--- src/rtl/packet_generator_ctrl_if.sv ---
// Purpose: handshake and framing bundle between the DLLP/TLP requesters,
//          the packet generator controller and the shift-out stage.
// Signals:
//   i_tx_en, i_dllp_req, i_tlp_req      requester/link side -> controller
//   o_dllp_ack, o_tlp_ack               controller -> requesters (1-cycle pulses)
//   o_load_frame, o_sel_dllp            controller -> shift-out stage
//   o_byte_src, o_pkt_dllp, o_busy      controller -> byte mux / status
// Modports: master = requester/link side, slave = controller.
interface packet_generator_ctrl_if;
  logic       i_tx_en;
  logic       i_dllp_req;
  logic       i_tlp_req;
  logic       o_dllp_ack;
  logic       o_tlp_ack;
  logic       o_load_frame;
  logic       o_sel_dllp;
  logic [1:0] o_byte_src;
  logic       o_pkt_dllp;
  logic       o_busy;

  modport master (
    output i_tx_en, i_dllp_req, i_tlp_req,
    input  o_dllp_ack, o_tlp_ack, o_load_frame, o_sel_dllp,
           o_byte_src, o_pkt_dllp, o_busy
  );

  modport slave (
    input  i_tx_en, i_dllp_req, i_tlp_req,
    output o_dllp_ack, o_tlp_ack, o_load_frame, o_sel_dllp,
           o_byte_src, o_pkt_dllp, o_busy
  );
endinterface

--- src/rtl/packet_generator_ctrl.sv ---
// Purpose: transmit framing controller upstream of the byte shift-out
//          register. Arbitrates DLLP (strict priority) over TLP, pulses
//          load/select into the shift-out stage and tags each byte slot as
//          IDLE, SOP, DATA or EOP. A packet is SOP, N data bytes, EOP.
// Ports:
//   i_clk    clock, all logic on posedge
//   i_rst_n  synchronous reset, active low
//   bus      packet_generator_ctrl_if.slave (requests in, acks/framing out)
//
// state | meaning
// ------+-----------------------------------------------------------------
// IDLE  | no packet; waiting for i_tx_en and a pending request
// SOP   | start symbol slot; frame loaded into shift-out, requester acked
// DATA  | one data byte per cycle, counter runs N-1 down to 0
// EOP   | end symbol slot; may re-arbitrate straight into SOP
module packet_generator_ctrl #(
  parameter int DLLP_FRAME_WIDTH = 16,
  parameter int TLP_FRAME_WIDTH  = 64
) (
  input logic                    i_clk,
  input logic                    i_rst_n,
  packet_generator_ctrl_if.slave bus
);

  function automatic int fun_sizeof_byte(input int width);
    return (width + 7) / 8;
  endfunction

  function automatic int fun_max(input int a, input int b);
    return (a > b) ? a : b;
  endfunction

  localparam int DLLP_BYTES = fun_sizeof_byte(DLLP_FRAME_WIDTH);
  localparam int TLP_BYTES  = fun_sizeof_byte(TLP_FRAME_WIDTH);
  localparam int CNT_W      = $clog2(fun_max(DLLP_BYTES, TLP_BYTES)) + 1;

  localparam logic [CNT_W-1:0] DLLP_LAST = CNT_W'(DLLP_BYTES - 1);
  localparam logic [CNT_W-1:0] TLP_LAST  = CNT_W'(TLP_BYTES - 1);
  localparam logic [CNT_W-1:0] CNT_ZERO  = '0;
  localparam logic [CNT_W-1:0] CNT_ONE   = CNT_W'(1);

  // Encoding doubles as the byte-slot tag driven on o_byte_src.
  typedef enum logic [1:0] {
    S_IDLE = 2'b00,
    S_SOP  = 2'b01,
    S_DATA = 2'b10,
    S_EOP  = 2'b11
  } state_t;

  state_t           state_q, state_nxt;
  logic [CNT_W-1:0] cnt_q, cnt_nxt;
  logic             pkt_dllp_q, pkt_dllp_nxt;
  logic             start_pkt;

  // State register
  always_ff @(posedge i_clk) begin
    if (!i_rst_n) begin
      state_q    <= S_IDLE;
      cnt_q      <= CNT_ZERO;
      pkt_dllp_q <= 1'b0;
    end else begin
      state_q    <= state_nxt;
      cnt_q      <= cnt_nxt;
      pkt_dllp_q <= pkt_dllp_nxt;
    end
  end

  assign start_pkt = bus.i_tx_en & (bus.i_dllp_req | bus.i_tlp_req);

  // Next-state logic
  always_comb begin
    state_nxt    = state_q;
    cnt_nxt      = CNT_ZERO;
    pkt_dllp_nxt = pkt_dllp_q;
    unique case (state_q)
      S_IDLE, S_EOP: begin
        // EOP re-arbitrates exactly like IDLE so back-to-back packets
        // need no idle slot between them.
        if (start_pkt) begin
          state_nxt    = S_SOP;
          pkt_dllp_nxt = bus.i_dllp_req;
        end else begin
          state_nxt = S_IDLE;
        end
      end
      S_SOP: begin
        state_nxt = S_DATA;
        cnt_nxt   = pkt_dllp_q ? DLLP_LAST : TLP_LAST;
      end
      S_DATA: begin
        if (cnt_q == CNT_ZERO) begin
          state_nxt = S_EOP;
        end else begin
          cnt_nxt = cnt_q - CNT_ONE;
        end
      end
      default: state_nxt = S_IDLE;
    endcase
  end

  // Output decode
  always_comb begin
    bus.o_load_frame = 1'b0;
    bus.o_sel_dllp   = 1'b0;
    bus.o_dllp_ack   = 1'b0;
    bus.o_tlp_ack    = 1'b0;
    if (state_q == S_SOP) begin
      // The shift-out stage captures the frame in this cycle, so the ack
      // releases the requester at the same edge.
      bus.o_load_frame = 1'b1;
      bus.o_sel_dllp   = pkt_dllp_q;
      bus.o_dllp_ack   = pkt_dllp_q;
      bus.o_tlp_ack    = ~pkt_dllp_q;
    end
  end

  assign bus.o_byte_src = state_q;
  assign bus.o_busy     = (state_q != S_IDLE);
  assign bus.o_pkt_dllp = pkt_dllp_q;

endmodule
--- src/flat_wrapper.sv ---
// flat-port wrapper written by rule: the top's interface ports become plain ports
module packet_generator_ctrl_flat 
#(
  parameter int DLLP_FRAME_WIDTH = 16,
  parameter int TLP_FRAME_WIDTH  = 64
)
  (i_clk, i_rst_n, bus_i_tx_en, bus_i_dllp_req, bus_i_tlp_req, bus_o_dllp_ack, bus_o_tlp_ack, bus_o_load_frame, bus_o_sel_dllp, bus_o_byte_src, bus_o_pkt_dllp, bus_o_busy);
  packet_generator_ctrl_if bus_i ();
  input logic i_clk;
  input logic i_rst_n;
  input wire logic [$bits(bus_i.i_tx_en)-1:0] bus_i_tx_en;
  input wire logic [$bits(bus_i.i_dllp_req)-1:0] bus_i_dllp_req;
  input wire logic [$bits(bus_i.i_tlp_req)-1:0] bus_i_tlp_req;
  output wire logic [$bits(bus_i.o_dllp_ack)-1:0] bus_o_dllp_ack;
  output wire logic [$bits(bus_i.o_tlp_ack)-1:0] bus_o_tlp_ack;
  output wire logic [$bits(bus_i.o_load_frame)-1:0] bus_o_load_frame;
  output wire logic [$bits(bus_i.o_sel_dllp)-1:0] bus_o_sel_dllp;
  output wire logic [$bits(bus_i.o_byte_src)-1:0] bus_o_byte_src;
  output wire logic [$bits(bus_i.o_pkt_dllp)-1:0] bus_o_pkt_dllp;
  output wire logic [$bits(bus_i.o_busy)-1:0] bus_o_busy;
  assign bus_i.i_tx_en = bus_i_tx_en;
  assign bus_i.i_dllp_req = bus_i_dllp_req;
  assign bus_i.i_tlp_req = bus_i_tlp_req;
  assign bus_o_dllp_ack = bus_i.o_dllp_ack;
  assign bus_o_tlp_ack = bus_i.o_tlp_ack;
  assign bus_o_load_frame = bus_i.o_load_frame;
  assign bus_o_sel_dllp = bus_i.o_sel_dllp;
  assign bus_o_byte_src = bus_i.o_byte_src;
  assign bus_o_pkt_dllp = bus_i.o_pkt_dllp;
  assign bus_o_busy = bus_i.o_busy;
  packet_generator_ctrl #(.DLLP_FRAME_WIDTH(DLLP_FRAME_WIDTH), .TLP_FRAME_WIDTH(TLP_FRAME_WIDTH)) u_core (.i_clk(i_clk), .i_rst_n(i_rst_n), .bus(bus_i));
endmodule
--- config.mk ---
export PLATFORM = sky130hd
export DESIGN_NAME = packet_generator_ctrl_flat
export DESIGN_NICKNAME = d
export VERILOG_FILES = /design/src/rtl/packet_generator_ctrl_if.sv /design/src/rtl/packet_generator_ctrl.sv /design/src/flat_wrapper.sv
export SDC_FILE = /design/constraint.sdc
export NUM_CORES = 1
export LEC_CHECK = 0
export CAP_MARGIN = 20
export CORE_AREA = 4 4 41 43
export CTS_CLUSTER_SIZE = 25
export DETAILED_ROUTE_END_ITERATION = 10
export DIE_AREA = 0 0 45 47
export GPL_TIMING_DRIVEN = 0
export MAX_ROUTING_LAYER = met4
export SLEW_MARGIN = 10
export SYNTH_ARGS = -nofsm -noshare
export SYNTH_HDL_FRONTEND = slang
export SYNTH_SLANG_ARGS = --single-unit
--- constraint.sdc ---
create_clock -name i_clk -period 1.8 [get_ports i_clk]
set_clock_uncertainty 0.1 [all_clocks]
set_input_delay 0.18 -clock i_clk [delete_from_list [all_inputs] [get_ports i_clk]]
set_output_delay 0.18 -clock i_clk [all_outputs]
set_load 0.01 [all_outputs]
After elaboration in Yosys (flattened, before gate mapping)
Index checks and enable logic that the tools add are counted.
- bits in registers: 7
- output and inout port bits: 8
- word-level logic and storage cells: 25
- add/subtract/negate cells: 1
- equal/unequal tests: 4
- mux-type cells: 9
- bitwise logic cells: 3
- reduce and logical (&&, ||, !) cells: 5
- operator list (kind ; number):
    4-bit case mux with 2 select lines ; 1
    2-bit case mux with 3 select lines ; 1
    2-bit equality test, second input constant ; 2
    4-bit zero test ; 1
    1-bit 2-to-1 mux ; 4
    4-bit 2-to-1 mux ; 1
    4-bit by 1-bit subtractor with 4-bit output, second input constant ; 1
    3-bit 2-to-1 mux ; 1
    2-bit by 1-bit equality test with 1-bit output, second input constant ; 1
    2-bit zero test ; 1
    2-bit 2-to-1 mux ; 1
    2-bit by 1-bit inequality test with 1-bit output, second input constant ; 1
    2-bit AND reduction ; 1
    2-bit nonzero test ; 1
    2-bit OR reduction ; 1
    1-bit AND ; 1
    1-bit NOT ; 1
    1-bit bitwise OR ; 1

Logic depth before layout (Yosys ltp)
- depth after elaboration: 4
- mapped depth: 5
- gate-level depth less buffers: 5

Worst setup path before layout
OpenSTA, ideal clock, no wires.
- path type: flip-flop to flip-flop
- from: register u_core.state_q[0] (netlist: u_core.bus.o_byte_src[0])
- to: register u_core.pkt_dllp_q (netlist: u_core.bus.o_pkt_dllp)
- setup time: 0.118 ns
- arrival time: 1.171 ns
- required time: 1.582 ns
- slack: 0.411 ns
- stages on the path, launching flop included: 6
- buffers on the path: 0
- cell sequence: dfxtp_1 > inv_1 > ha_1 > nand3b_1 > a32oi_1 > nor2b_1
- word-level cells in the longest chain between the ends: 3
- elaborated cells on any way between the ends: 4
- those cells by class: 1 x eq/ne; 3 x reduce/logical
- ends and longest elaborated chain (element ; line ; RTL):
    start: declaration ; packet_generator_ctrl.sv:50 ; state_t state_q, state_nxt;
    start signal: assignment ; packet_generator_ctrl.sv:62 ; state_q <= state_nxt;
    2-bit equality test or 2-bit zero test (tied branches) ; packet_generator_ctrl.sv:75 ; unique case (state_q)
    2-bit OR reduction (*) ; packet_generator_ctrl.sv:75 ;
    2-bit AND reduction (no line) (*) ; - ;
    end signal: assignment ; packet_generator_ctrl.sv:64 ; pkt_dllp_q <= pkt_dllp_nxt;
    end: declaration ; packet_generator_ctrl.sv:52 ; logic pkt_dllp_q, pkt_dllp_nxt;
Mark *: on every way between the ends. The rest lies on a longest branch, timed or not.
A chain may end at the register's enable or synchronous reset.

Worst setup path in the final report
- from: register u_core.state_q[1] (netlist: u_core.bus.o_byte_src[1])
- to: output port bus_o_sel_dllp
- word-level cells in the longest chain between the ends: 2
- ends and longest elaborated chain (element ; line ; RTL):
    2-bit by 1-bit equality test with 1-bit output ; packet_generator_ctrl.sv:107 ; if (state_q == S_SOP) begin
    1-bit 2-to-1 mux ; packet_generator_ctrl.sv:107 ;
    end: declaration ; flat_wrapper.sv:17 ; output wire logic [$bits(bus_i.o_sel_dllp)-1:0] bus_o_sel_dllp;
Every way passes these cells.

==> impl_metrics.yaml <==
worst_setup_path:
  r2r_end: "u_core.cnt_q[2]$_SDFF_PN0_"
  path_max_fanout: 4
  critical_path_class: "flip-flop to output port"
  worstSetupStartpointType: "flip-flop"
  worstRegToRegCells: 4
  cp-end-kind: "output port"
  timing.reg2reg.setup_slack_ps: 350
  reg2reg_from: "u_core.bus.o_byte_src[0]$_SDFFE_PN0P_"
  worstPathArrival_ps: 1390
  cp_data_required_time_ps: 1520
place:
  io_buffer_count: 12
  place.gp.congestion: 0.7444
  post_dp_cell_area_um2: 563.0
  dp_hpwl_um: 684.1
global_routing:
  first_global_vias: 338
  grt_usage: 0.1088
  overflow: 0
  antenna_found_initial: 0
  grt_max_degree: 8
  grt_pass1_wl_um: 1531
detailed_routing:
  vias_per_cell: 4.733
  wl_per_cell_um: 11.55
  first_iter_violations: 1
  totalWireLength_um: 866
  dr.max_layer_used: "met3"
  first_pass_iters: 5
  met1_length_um: 391
  drc: 0
  ant_nets: 0
  wl_met2_um: 425
  vias: 355
  wl_met3_um: 49
pwr:
  p_int_mw: 0.3227
  ir_worst_vdd_v: 0.0003685
  pwr-share-seq: 0.385
  p_sw_mw: 0.1375
  p_leak_nw: 0.2613
  clockPowerShare: 0.320
  powerDensity_nw_per_um2: 763.2
  p_comb_frac: 0.295
  power_switching_share: 0.2988
  power_mw: 0.4603
timing:
  final-hold-violation-count: 0
  timing.fmax_mhz: 598.0
  rsz0062_at_grt: "false"
  slew_violations: 0
  worst_slew_pin_slew_ps: 237.1
  fin_setup_tns_ps: 0
  slew_headroom: 0.8416
  period_share: 0.9290
  finalSetupViolations: 0
  layout_min_cycle_time_ps: 1672
final_layout:
  syn_to_final_growth_pct: 42.18
  final_cell_mix: "clkdlybuf4s50_1, inv_1, dfxtp_1"
  finalInstanceArea_um2: 603.1
  drive_gt1_frac: 0.2167
  final_common_cell: "clkdlybuf4s50_1"
  fin_nets: 71
  antenna_cells: 0
floorplanning:
  die_x_um: 45
  rows: 13
  dieHeight_um: 47
  core_um2: 1301
  die_area_um2: 2115
  num_io_pins: 13
  start_util: 0.3260
clock_network:
  clock-root-buffer: "clkbuf_4"
  ctsLongestPathBuffers: 2
  cts_tree: "built"
  cts_max_level: 1
  cts_hold_buf: 0
  path_clk_slew_ps: 50
  clk_latency_ps: 260
  numCtsBuffers: 3
  post_cts_buffers: 0
  cts_sinks: 7
synthesis:
  synth_top_area_share: 0.3304
  synth_flop_cell: "dfxtp_1"
  postSynthCellCount: 44
  netlist_area_um2: 424.2
  ys_seq_area_frac: 0.3304
  synth.top_cells.by_area: "dfxtp_1, ha_1, o31ai_2"
  ys_seq_elements: 7
  async_flop_share: 0
  ys.warnings.count: 0
  synth_edf_count: 0
  syn-num-nets: 54
  synth_top_cell_by_area: "dfxtp_1"
  synth_cell_types: 21
  synth_area_per_cell_um2: 9.640
status:
  status: "finished clean"
job:
  cap_violations: 0
min_path:
  worstHoldStart: "u_core.bus.o_byte_src[1]$_SDFFE_PN0P_"
  hold_end: "u_core.bus.o_byte_src[1]$_SDFFE_PN0P_"
  min_path_cells: 2
  hold_path_class: "flip-flop to flip-flop"
repair_timing:
action                                 4_1_cts  5_1_grt
gates resized for setup                      7        1
endpoints found under the hold margin        0        0
setup endpoints to repair                    3        1
stage by stage:
stage | hold WS (ps) | setup WS (ps) | instances | util
final | 380.5 | 127.8 | 75 | 0.4635
after global routing | 437.8 | 53.75 | 75 | 0.4635
after CTS | 387.5 | 51.51 | 75 | 0.4615
after detailed placement | 385.1 | 70.94 | 71 | 0.4327
after global placement | 384.0 | 93.72 | 71 | 0.4327
after floorplan | 208.2 | 411.1 | 44 | -
area by class of cell:
cell class | instances | area [um^2]
inverter | 6 | 22.52
buffer | 1 | 7.507
multi-input combinational | 30 | 266.5
fill | 137 | 698.2
tap | 15 | 18.77
clock buffer | 4 | 26.28
sequential | 7 | 142.6
timing repair buffer | 12 | 118.9
cells in the mapped netlist (2+ instances only):
master / count
ha_1: 5
nor2b_1: 2
dfxtp_1: 7
inv_1: 6
o31ai_2: 3
nand2_1: 3
xnor2_1: 2
o21ai_0: 2
nand3_1: 2
critical path, stage by stage (launching register included):
cell and delay, ps:
dfxtp_2 350, inv_1 80, ha_4 170, and2_1 160, buf_4 120, dlygate4sd2_1 270
cell families (layout without fill, tap and decap cells):
logic type      after synthesis  count (layout)  share of synthesized area
mux                           1               1                    0.02360
compound gates                8               8                     0.1623
xor+xnor                      2               2                    0.04131
fa+ha+maj                     5               5                     0.1475
buf+inv                       7              23                    0.07080
flops                         7               7                     0.3304
simple gates                 14              14                     0.2242
worst max path at each step:
stage,startpoint,endpoint,cells after the start
2_1_floorplan,u_core.bus.o_byte_src[0]$_SDFFE_PN0P_,u_core.bus.o_pkt_dllp$_SDFFE_PN0P_,5
3_3_place_gp,u_core.bus.o_byte_src[1]$_SDFFE_PN0P_,bus_o_sel_dllp,5
3_5_place_dp,u_core.bus.o_byte_src[1]$_SDFFE_PN0P_,bus_o_sel_dllp,5
4_1_cts,u_core.bus.o_byte_src[0]$_SDFFE_PN0P_,bus_o_busy,4
5_1_grt,u_core.bus.o_byte_src[1]$_SDFFE_PN0P_,bus_o_sel_dllp,5
6_report,u_core.bus.o_byte_src[1]$_SDFFE_PN0P_,bus_o_sel_dllp,5
power by group through the flow:
stage	sequential, mW	clock, mW	combinational [mW]
floorplan	0.180	0	0.0738
global route	0.179	0.162	0.152
finish	0.177	0.147	0.136
global placement	0.178	0	0.136
CTS	0.177	0.155	0.140
detailed placement	0.178	0	0.138
sequential cells by signal, summed over array words and instances (netlist names):
name                   count
u_core.bus.o_pkt_dllp      1
u_core.bus.o_byte_src      2
u_core.cnt_q               4
layer usage:
layer | global-route usage | up-vias
met5 | - | -
met3 | 0.05747 | 0
met4 | 0.03509 | 0
met1 | 0.1239 | 165
li1 | - | 181
met2 | 0.1638 | 9
No activity file was read; power rests on OpenSTA's default activity.
==> edit: new RTL, same settings <==
`DLLP_FRAME_WIDTH` is set to 16 in 2 places; all go to 32.
--- a/src/rtl/packet_generator_ctrl.sv
+++ b/src/rtl/packet_generator_ctrl.sv
@@ -14,7 +14,7 @@
 // DATA  | one data byte per cycle, counter runs N-1 down to 0
 // EOP   | end symbol slot; may re-arbitrate straight into SOP
 module packet_generator_ctrl #(
-  parameter int DLLP_FRAME_WIDTH = 16,
+  parameter int DLLP_FRAME_WIDTH = 32,
   parameter int TLP_FRAME_WIDTH  = 64
 ) (
   input logic                    i_clk,
--- a/src/flat_wrapper.sv
+++ b/src/flat_wrapper.sv
@@ -1,7 +1,7 @@
 // flat-port wrapper written by rule: the top's interface ports become plain ports
 module packet_generator_ctrl_flat 
 #(
-  parameter int DLLP_FRAME_WIDTH = 16,
+  parameter int DLLP_FRAME_WIDTH = 32,
   parameter int TLP_FRAME_WIDTH  = 64
 )
   (i_clk, i_rst_n, bus_i_tx_en, bus_i_dllp_req, bus_i_tlp_req, bus_o_dllp_ack, bus_o_tlp_ack, bus_o_load_frame, bus_o_sel_dllp, bus_o_byte_src, bus_o_pkt_dllp, bus_o_busy);
Check against the original RTL: not equivalent (Yosys sat finds a counterexample within 10 cycles, from zero or initial values and one cycle with i_rst_n low).
==> edit against the unedited design <==
Via count is 0.56% higher. Wire length is 11% lower. Worst setup slack lost 0.042 ns. Die area unchanged. Sequential cell count unchanged. Synthesized area fell by 4.7%. Combinational power is 3% higher. Cell area shrank 2.7%. Worst hold slack got worse by 0.0040 ns. Fmax shrank 2.5%. Total power decreased by 0.50%. Largest cell class unchanged. Highest routed layer unchanged.
==> edit: results <==
[status]
run_status = finished, final reports clean

[routing]
initialDrtViolationCount = 6
dr_total_vias = 357
first_pass_iters = 4

[final_layout]
drive_above_1_share_pct = 16.7
sh_seq_area_pct = 24.7
design.seq.count = 7
inverters_excl_clock = 7
buf_share_pct = 21.7
multi_input_area_share_pct = 41.4
fillers = 136
multi_input_comb_cells = 29

[sta]
hold-worst-slack_ns = 0.377
worst_slew_pin_slew_ns = 0.220

[grt]
grtUsageTotal_pct = 9.73
grt_pass1_wl_um = 1430

[synthesis]
synth_area_leaders = dfxtp_1 35%, ha_1 15%, inv_1 6.5%, a221oi_2 3.7%, o31ai_1 3.7%
synth-seq-area-share_pct = 34.7
netlist_top_cells_count = 7 x dfxtp_1, 7 x inv_1, 5 x ha_1, 3 x nand2_1
synthDistinctLibCells = 22

[setup_path]
crit_start = u_core.bus.o_byte_src[0]
slowest_delay_ns = 0.52
worstSetupEndpoint = bus_o_busy
rrSetupSlack_ns = 0.33
r2r_end = u_core.bus.o_byte_src[0]

[clocking]
cts_resized = 6

[placed_design]
post-place-ws_ns = 0.0914
dp_hpwl_um = 627
dpl_cell_area_um2 = 543

[power_and_ir_drop]
max-vdd-ir-drop_uv = 412
p_leak_nw = 0.267
[edit: power by group]
| part | internal [mW] | switching [mW] | leakage (nW) |
|---|---|---|---|
| logic | 0.0750 | 0.0653 | 0.194 |
| registers | 0.167 | 0.0107 | 0.0580 |
| clock network | 0.0845 | 0.0557 | 0.0150 |
[edit: routing by layer]
metal	track usage [%]	wire length, µm	up-vias
met4	1.75	0	0
met5	-	0	-
met1	10.8	336	165
li1	-	-	180
met3	5.75	79	0
met2	15.3	355	12
[edit: cells by family (layout without fill, tap and decap cells)]
logic type	after synthesis	after routing	synth area share [%]
flops	7	7	34.7
fa+ha+maj	5	5	15.5
compound gates	7	7	14.2
mux	1	1	2.48
buf+inv	8	24	8.36
xor+xnor	2	2	4.34
simple gates	14	14	20.4
[edit: worst register-to-register path, stage by stage (launching register included)]
cell and delay (ns):
dfxtp_4 0.37, inv_1 0.06, ha_1 0.36, o21a_1 0.22, a221oi_2 0.26
